[config.mk]
export PLATFORM = sky130hd
export DESIGN_NAME = bfly_pipe
export DESIGN_NICKNAME = d
export VERILOG_FILES = /design/src/rtl/fft_pkg.sv /design/src/rtl/cplx_mult_pipe.sv /design/src/rtl/bfly_pipe.sv
export SDC_FILE = /design/constraint.sdc
export NUM_CORES = 2
export LEC_CHECK = 0
export CORE_AREA = 3 3 304 426
export CTS_BUF_LIST = sky130_fd_sc_hd__clkbuf_4 sky130_fd_sc_hd__clkbuf_8
export CTS_CLUSTER_DIAMETER = 30
export CTS_CLUSTER_SIZE = 28
export DETAILED_ROUTE_END_ITERATION = 8
export DIE_AREA = 0 0 307 429
export GPL_ROUTABILITY_DRIVEN = 0
export GPL_TIMING_DRIVEN = 0
export PLACE_DENSITY_LB_ADDON = 0.05
export SLEW_MARGIN = 30
export SYNTH_ARGS = -nofsm -noshare
export SYNTH_HDL_FRONTEND = slang
export SYNTH_HIERARCHICAL = 1
export SYNTH_SLANG_ARGS = --single-unit
[constraint.sdc]
create_clock -name clk -period 11 [get_ports clk]
set_input_delay 1.65 -clock clk [delete_from_list [all_inputs] [get_ports clk]]
set_output_delay 1.65 -clock clk [all_outputs]
set_load 0.01 [all_outputs]
[src/rtl/fft_pkg.sv]
// rtl/fft_pkg.sv - shared FFT datapath types, twiddle Q-format constants and rounding helper
package fft_pkg;

  localparam int DATA_W  = 16;
  localparam int TW_W    = 16;
  localparam int TW_FRAC = TW_W - 1;
  localparam int TW_ONE  = 1 << TW_FRAC;

  typedef struct packed {
    logic signed [DATA_W-1:0] re;
    logic signed [DATA_W-1:0] im;
  } cplx_t;

  // Optional round-half-up halving, then clamp into a data_w-bit signed range.
  function automatic logic signed [31:0] sat_round(
    input  logic signed [31:0] x,
    input  logic               scale,
    input  int                 data_w,
    output logic               ovf
  );
    logic signed [31:0] v;
    logic signed [31:0] hi;
    logic signed [31:0] lo;
    hi  = (32'sd1 <<< (data_w - 1)) - 32'sd1;
    lo  = -(32'sd1 <<< (data_w - 1));
    v   = scale ? ((x + 32'sd1) >>> 1) : x;
    ovf = (v > hi) || (v < lo);
    if (v > hi) v = hi;
    else if (v < lo) v = lo;
    return v;
  endfunction

endpackage

[src/rtl/cplx_mult_pipe.sv]
// rtl/cplx_mult_pipe.sv - two-stage registered complex multiply B*W with round-to-nearest
module cplx_mult_pipe
  import fft_pkg::*;
#(
  parameter int DATA_W = 16,
  parameter int TW_W   = 16,
  parameter int SIDE_W = 1
) (
  input  logic                     clk,
  input  logic                     rst,
  input  logic                     en,
  input  logic                     in_valid,
  input  logic signed [DATA_W-1:0] b_re,
  input  logic signed [DATA_W-1:0] b_im,
  input  logic signed [TW_W-1:0]   tw_re,
  input  logic signed [TW_W-1:0]   tw_im,
  input  logic [SIDE_W-1:0]        side,
  output logic                     out_valid,
  output logic signed [DATA_W+1:0] t_re,
  output logic signed [DATA_W+1:0] t_im,
  output logic [SIDE_W-1:0]        side_q
);
  localparam int PW  = DATA_W + TW_W;
  localparam int SW  = PW + 1;
  localparam int TWD = DATA_W + 2;
  localparam logic signed [SW-1:0] RND = {{(SW-TW_W+1){1'b0}}, 1'b1, {(TW_W-2){1'b0}}};

  logic                 v1;
  logic signed [PW-1:0] pr_rr, pr_ii, pr_ri, pr_ir;
  logic [SIDE_W-1:0]    side1;
  logic signed [SW-1:0] sum_re, sum_im;

  always_ff @(posedge clk) begin
    if (rst) begin
      v1    <= 1'b0;
      pr_rr <= '0;
      pr_ii <= '0;
      pr_ri <= '0;
      pr_ir <= '0;
      side1 <= '0;
    end else if (en) begin
      v1    <= in_valid;
      pr_rr <= PW'(b_re) * PW'(tw_re);
      pr_ii <= PW'(b_im) * PW'(tw_im);
      pr_ri <= PW'(b_re) * PW'(tw_im);
      pr_ir <= PW'(b_im) * PW'(tw_re);
      side1 <= side;
    end
  end

  // One extra bit absorbs the W = -1.0 corner; the shifted result always fits DATA_W+2.
  assign sum_re = SW'(pr_rr) - SW'(pr_ii) + RND;
  assign sum_im = SW'(pr_ri) + SW'(pr_ir) + RND;

  always_ff @(posedge clk) begin
    if (rst) begin
      out_valid <= 1'b0;
      t_re      <= '0;
      t_im      <= '0;
      side_q    <= '0;
    end else if (en) begin
      out_valid <= v1;
      t_re      <= TWD'(sum_re >>> (TW_W - 1));
      t_im      <= TWD'(sum_im >>> (TW_W - 1));
      side_q    <= side1;
    end
  end

endmodule

[src/rtl/bfly_pipe.sv]
// rtl/bfly_pipe.sv - pipelined radix-2 DIT butterfly with rounding, optional halving and saturation
module bfly_pipe
  import fft_pkg::*;
#(
  parameter int DATA_W = 16,
  parameter int TW_W   = 16,
  parameter int SCALE  = 1
) (
  input  logic                     clk,
  input  logic                     rst,
  input  logic                     in_valid,
  output logic                     in_ready,
  input  logic signed [DATA_W-1:0] a_re,
  input  logic signed [DATA_W-1:0] a_im,
  input  logic signed [DATA_W-1:0] b_re,
  input  logic signed [DATA_W-1:0] b_im,
  input  logic signed [TW_W-1:0]   tw_re,
  input  logic signed [TW_W-1:0]   tw_im,
  output logic                     out_valid,
  input  logic                     out_ready,
  output logic signed [DATA_W-1:0] y0_re,
  output logic signed [DATA_W-1:0] y0_im,
  output logic signed [DATA_W-1:0] y1_re,
  output logic signed [DATA_W-1:0] y1_im,
  output logic                     y_ovf,
  output logic                     ovf_sticky,
  input  logic                     ovf_clr
);
  localparam int T_W   = DATA_W + 2;
  localparam int SUM_W = DATA_W + 3;

  logic                     en, v2, v3;
  logic [2*DATA_W-1:0]      a2;
  logic signed [DATA_W-1:0] a2_re, a2_im;
  logic signed [T_W-1:0]    t_re, t_im;
  logic signed [SUM_W-1:0]  s [4];
  logic signed [DATA_W-1:0] yn [4];
  logic [3:0]               sat;

  // Single global stall: nothing moves while a result waits downstream.
  assign en        = !v3 || out_ready;
  assign in_ready  = en;
  assign out_valid = v3;
  assign a2_re     = a2[2*DATA_W-1:DATA_W];
  assign a2_im     = a2[DATA_W-1:0];

  cplx_mult_pipe #(
    .DATA_W(DATA_W),
    .TW_W  (TW_W),
    .SIDE_W(2*DATA_W)
  ) u_mult (
    .clk      (clk),
    .rst      (rst),
    .en       (en),
    .in_valid (in_valid),
    .b_re     (b_re),
    .b_im     (b_im),
    .tw_re    (tw_re),
    .tw_im    (tw_im),
    .side     ({a_re, a_im}),
    .out_valid(v2),
    .t_re     (t_re),
    .t_im     (t_im),
    .side_q   (a2)
  );

  always_comb begin
    sat  = '0;
    s[0] = SUM_W'(a2_re) + SUM_W'(t_re);
    s[1] = SUM_W'(a2_im) + SUM_W'(t_im);
    s[2] = SUM_W'(a2_re) - SUM_W'(t_re);
    s[3] = SUM_W'(a2_im) - SUM_W'(t_im);
    for (int i = 0; i < 4; i++) begin
      yn[i] = DATA_W'(sat_round(32'(s[i]), SCALE != 0, DATA_W, sat[i]));
    end
  end

  always_ff @(posedge clk) begin
    if (rst) begin
      v3    <= 1'b0;
      y0_re <= '0;
      y0_im <= '0;
      y1_re <= '0;
      y1_im <= '0;
      y_ovf <= 1'b0;
    end else if (en) begin
      v3    <= v2;
      y0_re <= yn[0];
      y0_im <= yn[1];
      y1_re <= yn[2];
      y1_im <= yn[3];
      y_ovf <= |sat;
    end
  end

  // Set has priority over clear so a saturating result is never lost.
  always_ff @(posedge clk) begin
    if (rst) ovf_sticky <= 1'b0;
    else if (v3 && out_ready && y_ovf) ovf_sticky <= 1'b1;
    else if (ovf_clr) ovf_sticky <= 1'b0;
  end

endmodule

# [Yosys cells after proc, flatten, opt, wreduce, memory -nomap -nowiden]
# Cells that the tools add are included.
[word_totals] romBits=0 latch_bits=0 memories=0 inputBits=101 wordCells=61 output_inout_bits=68 reg_bits=297 ram_bits=0
[op_classes] n_mul=4 magnitude_cmp=8 bitwise=0 n_shift=0 div=0 n_reduce_logical=10 n_eq_ne=0 mux=10 add_sub_neg=12
[ops] op="$mul A16 B16 Y32" count=4
[ops] op="$mux W16" count=8
[ops] op="$add A19 B2 Y20 const B" count=4
[ops] op="$gt A19 B16 Y1 const B" count=4
[ops] op="$lt A19 B16 Y1 const B" count=4
[ops] op="$add A33 B16 Y33 const B" count=2
[ops] op="$add A16 B18 Y19" count=2
[ops] op="$sub A16 B18 Y19" count=2
[ops] op="$add A32 B32 Y33" count=1
[ops] op="$sub A32 B32 Y33" count=1
[ops] op="$logic_or A1 B1 Y1" count=5
[ops] op="$reduce_or A4 Y1" count=1
[ops] op="$logic_and A1 B1 Y1" count=2
[ops] op="$mux W1" count=2
[ops] op="$reduce_bool A2 Y1" count=1
[ops] op="$logic_not A1 Y1" count=1

# [Depth between registers and ports, before layout]
[depth] word_depth=5 mapped_depth=26 ltp_nobuf=25

# [Modules after synthesis]
# The synthesis kept the hierarchy.
[modules_own_cells] mod="cplx_mult_pipe" cells_per_inst=5462 seq_area_each_um2=4604.4 instances=1 area_per_inst_um2=49856.6
[modules_own_cells] mod="bfly_pipe" cells_per_inst=864 seq_area_each_um2=1341.3 instances=1 area_per_inst_um2=6720.2

# [Worst setup path after synthesis]
# No wires, ideal clock.
[synth_path] kind="input-to-reg" startpoint="in b_im[15]" endpoint="reg u_mult.pr_ir[27]" cell_stages=21 n_path_buf=1 t_arrival_ns=7.231 t_required_ns=10.883 slack_ns=3.652 setup_ns=0.117 path_cell_list="clkbuf_1 > nand2_1 > inv_1 > fa_1 > fa_1 > fa_1 > fa_1 > fa_1 > inv_1 > fa_1 > inv_1 > ha_1 > o21ai_0 > a21oi_1 > o21ai_0 > a21oi_1 > a211oi_1 > nand2_1 > a21o_1 > a211o_1 > a32o_1"
[synth_between] elab_chain_cells=1
[synth_lines] element="from (decl)" line="bfly_pipe.sv:16" text="input logic signed [DATA_W-1:0] b_im,"
[synth_lines] element="$mul A16 B16 Y32" line="cplx_mult_pipe.sv:46" text="pr_ir <= PW'(b_im) * PW'(tw_re);"
[synth_lines] element="to (signal assigned)" line="cplx_mult_pipe.sv:46"
[synth_lines] element="to (decl)" line="cplx_mult_pipe.sv:29" text="logic signed [PW-1:0] pr_rr, pr_ii, pr_ri, pr_ir;"
# Every way passes these cells.
# A chain may end at the register's enable or synchronous reset.

# [Worst setup path in the final report]
[layout_path] startpoint="in tw_re[1]" endpoint="reg u_mult.pr_ir[29]"
[layout_between] elab_chain_cells=1
[layout_lines] element="from (decl)" line="bfly_pipe.sv:17" text="input logic signed [TW_W-1:0] tw_re,"
[layout_lines] element="$mul A16 B16 Y32" line="cplx_mult_pipe.sv:46"
# Every way passes these cells.

==> run_results.csv <==
group,metric,value,unit
min_path,hold_start,"u_mult/pr_ii[29]",
yosys,yosysSeqAreaShare,10.5,%
sta,setup_viol,0,
cts,cts_made_buffers,45,
setup_path,cp_data_required_time,11.50,ns
global_routing,grt_pass1_vias,46155,
cts,htreeDepth,2,
die,die_h,429,um
cts,cts_resized,0,
sta,relSlewSlack,26.1,%
sta,rsz0062_at_grt,"false",
sta,final.setup_skew,0.0242,ns
setup_path,cp_cell_sequence,"clkdlybuf4s50_1 > clkbuf_1 > nand2_1 > inv_1 > fa_1 > fa_1 > fa_1 > fa_1 > fa_1 > inv_1 > fa_1 > inv_1 > ha_1 > inv_1 > a21oi_1 > o21ai_0 > a21oi_1 > a211oi_1 > nand2_1 > a211o_1 > a21oi_1 > xor2_1 > o21ai_1",
global_routing,grt_usage,31.1,%
detailed_routing,vias,44156,
yosys,synthCells,6326,
sta,finalHoldViolCount,0,
setup_path,cp_top_family,"adder cells",
run_status,status,"completed",
detailed_routing,wl_met1,74.7,mm
setup_path,critPathKind,"in2reg",
yosys,postSynth.asyncResetShare,0,%
global_routing,grt_pass1_wl,299,mm
setup_path,cpMostUsedCell,"fa_1",
detailed_routing,wl_met2,99.6,mm
cts,clk_path_buf_depth,3,
cts,clock_latency,0.66,ns
finish,nets,8249,
die,rows,154,
global_routing,grt_max_degree,17,
cts,tritoncts,"done",
setup_path,cpMaxStageDelayCell,"fa_1",
detailed_routing,drtAntennaViolNets,0,
yosys,synth_cell_types,95,
setup_path,arrival,9.97,ns
global_routing,antenna_found_initial,13,
sta,setup-tns-final,0,ns
setup_path,reg2reg_depth,9,
cts,root_buffer,"clkbuf_8",
finish,seqCellArea,5950,um^2
cts,holdBufCountCts,0,
setup_path,path_max_fanout,10,
sta,fmax,106,MHz
detailed_routing,drt_iter0_drc,2828,
detailed_routing,first_pass_iters,5,
setup_path,r2r-end,"u_mult/pr_ii[11]",
finish,syn_to_final_growth,8.63,%
finish,fill_cells,12406,
sta,worst_pin_slew,1.11,ns
die,core_region_area,126000,um^2
sta,fin_crit,9.47,ns
setup_path,cp-start-kind,"input pin",
die,die_area,132000,um^2
setup_path,cp_num_buf_inv,6,
die,die_x,307,um
cts,cts.sinks,297,
die,io_pins,169,
sta,slew_viol_final,0,
setup_path,endpoint_kind,"register",
yosys,syn_area,56600,um^2
finish,multi_input_area,44800,um^2
sta,period_share,86.1,%
die,initial_utilization,45.0,%
yosys,ys.warnings.count,6,
detailed_routing,highest_layer,"met5",
detailed_routing,wirelength,204,mm
detailed_routing,vias_per_cell,5.37,
placement,dp_hpwl,172,mm
min_path,whs_path_depth,2,
job,cap_violations,0,
yosys,synthFlopType,"dfxtp_1",
setup_path,r2r_start,"out_valid",
setup_path,reg2reg_setup_slack,6.78,ns
placement,io_buffer_count,167,
global_routing,grt_remaining_overflow,0,
detailed_routing,routedWlPerCell,24.8,um
yosys,synth-seq-cells,297,
cts,post_cts_buffers,0,
yosys,synth.avg_cell_area,8.94,um^2
yosys,synth-edff-count,0,
yosys,syn_nets,8033,
setup_path,cp_slowest_stage_delay,0.92,ns
finish,drive_gt1_share,2.84,%
detailed_routing,met3_length,11.8,mm
min_path,min_to,"u_mult/pr_ii[29]",
min_path,hp-class,"reg2reg",
cts,cts.clk_slew.worst_paths,0.07,ns
detailed_routing,drc_errors,0,
==> cell usage after synthesis (all sizes together), types with 134 or more instances <==
library cell / count / share of area, %
a21oi: 183 / 1.7
and2: 497 / 5.5
clkbuf: 246 / 1.6
dfxtp: 297 / 11
fa: 1052 / 37
ha: 554 / 12
inv: 1264 / 8.4
mux2i: 134 / 2.4
nand2: 655 / 4.3
nor2: 410 / 2.7
o21ai: 159 / 1.4
xnor2: 156 / 2.4
==> area by class of cell <==
class	count	share of cell area [%]
buffer	271	1.80
sequential	297	9.67
inverter	1264	7.72
tap	1638	3.33
multi-input combinational	4494	73.0
timing repair buffer	169	2.75
clock inverter	31	0.570
antenna	7	0.0285
clock buffer	53	1.17
==> registers in the layout, indices dropped and copies added (netlist names), 16 cells and up <==
signal and cells:
y0_im 16, u_mult/pr_rr 32, y1_re 16, y1_im 16
u_mult/t_im 18, u_mult/pr_ii 32, u_mult/t_re 18, u_mult/pr_ir 32
u_mult/side_q 32, u_mult/pr_ri 32, u_mult/side1 32, y0_re 16
==> placed cells by master, fill, tap and decap left out, types with 6 or more instances in the layout <==
master,count
nor2b_1,25
xor2_1,67
buf_2,6
and3_1,11
buf_1,12
nor2_1,406
clkbuf_8,51
clkbuf_1,209
a31oi_1,18
nand3_1,48
o31ai_1,14
nand2b_1,41
fa_1,1052
o211ai_1,17
o22ai_1,6
a21oi_1,177
inv_6,8
and2_1,497
nand2_1,655
o21a_1,19
dfxtp_1,297
nor4_1,7
a211oi_1,100
or3_1,14
nand4_1,7
ha_1,554
o21bai_1,23
a21o_1,86
mux2i_1,134
o21ai_0,113
a221oi_1,6
inv_1,1263
nor3_1,41
nor3b_1,9
o21ai_1,46
clkbuf_2,38
diode_2,7
xnor2_1,156
or2_2,11
clkdlybuf4s50_1,167
==> per-layer routing <==
metal / up-vias / global-route usage, %
met2: 1481 / 54.4
li1: 19932 / -
met3: 454 / 4.02
met4: 4 / 20.8
met1: 22285 / 35.5
met5: - / 0
==> kinds of logic (layout without fill, tap and decap cells) <==
kind of cell	Yosys count	after routing	synth area share [%]
other	0	7	0
buffers and inverters	1535	1788	10.2
flip-flops	297	297	10.5
XOR/XNOR	223	223	3.45
adder cells (fa/ha/maj)	1606	1606	49.5
AND/OR/NAND/NOR	1807	1807	15.3
multiplexers	135	135	2.39
AO/OA/AOI/OAI	723	723	8.67
==> worst reg2reg max path: stages (launching register included) <==
cell and delay (ns):
dfxtp_1 0.35, nor2b_1 0.13, clkbuf_1 0.66, inv_2 0.13
clkbuf_1 0.31, inv_1 0.61, clkbuf_1 0.82, clkbuf_1 0.86
a21oi_1 0.14, nor2_1 0.14
==> per-stage QoR <==
step | setup WS, ns | util (%) | hold WS [ns] | area (um^2) | cells
floorplan | 3.65 | - | 0.425 | 56600 | 6326
global placement | 0.690 | 47.9 | 0.444 | 60300 | 8131
detailed placement | 1.01 | 48.0 | 0.447 | 60400 | 8131
CTS | 1.69 | 48.8 | 0.456 | 61400 | 8215
global route | 1.23 | 48.8 | 0.477 | 61400 | 8219
finish | 1.53 | 48.8 | 0.457 | 61500 | 8224
==> worst max-delay path by stage <==
stage                         start               end  slack [ns]  depth (start not counted)
after global routing       tw_re[1]  u_mult/pr_ir[29]        1.23                         23
after detailed placement   tw_re[1]  u_mult/pr_ir[29]        1.01                         23
after floorplan            b_im[15]  u_mult/pr_ir[27]        3.65                         21
after global placement    tw_re[15]  u_mult/pr_ir[29]        0.69                         23
after CTS                  tw_re[1]  u_mult/pr_ir[29]        1.69                         23
final                      tw_re[1]  u_mult/pr_ir[29]        1.53                         23
Power is not shown: default switching activity piles up to over one toggle a cycle in this logic, so the estimate is an artifact.
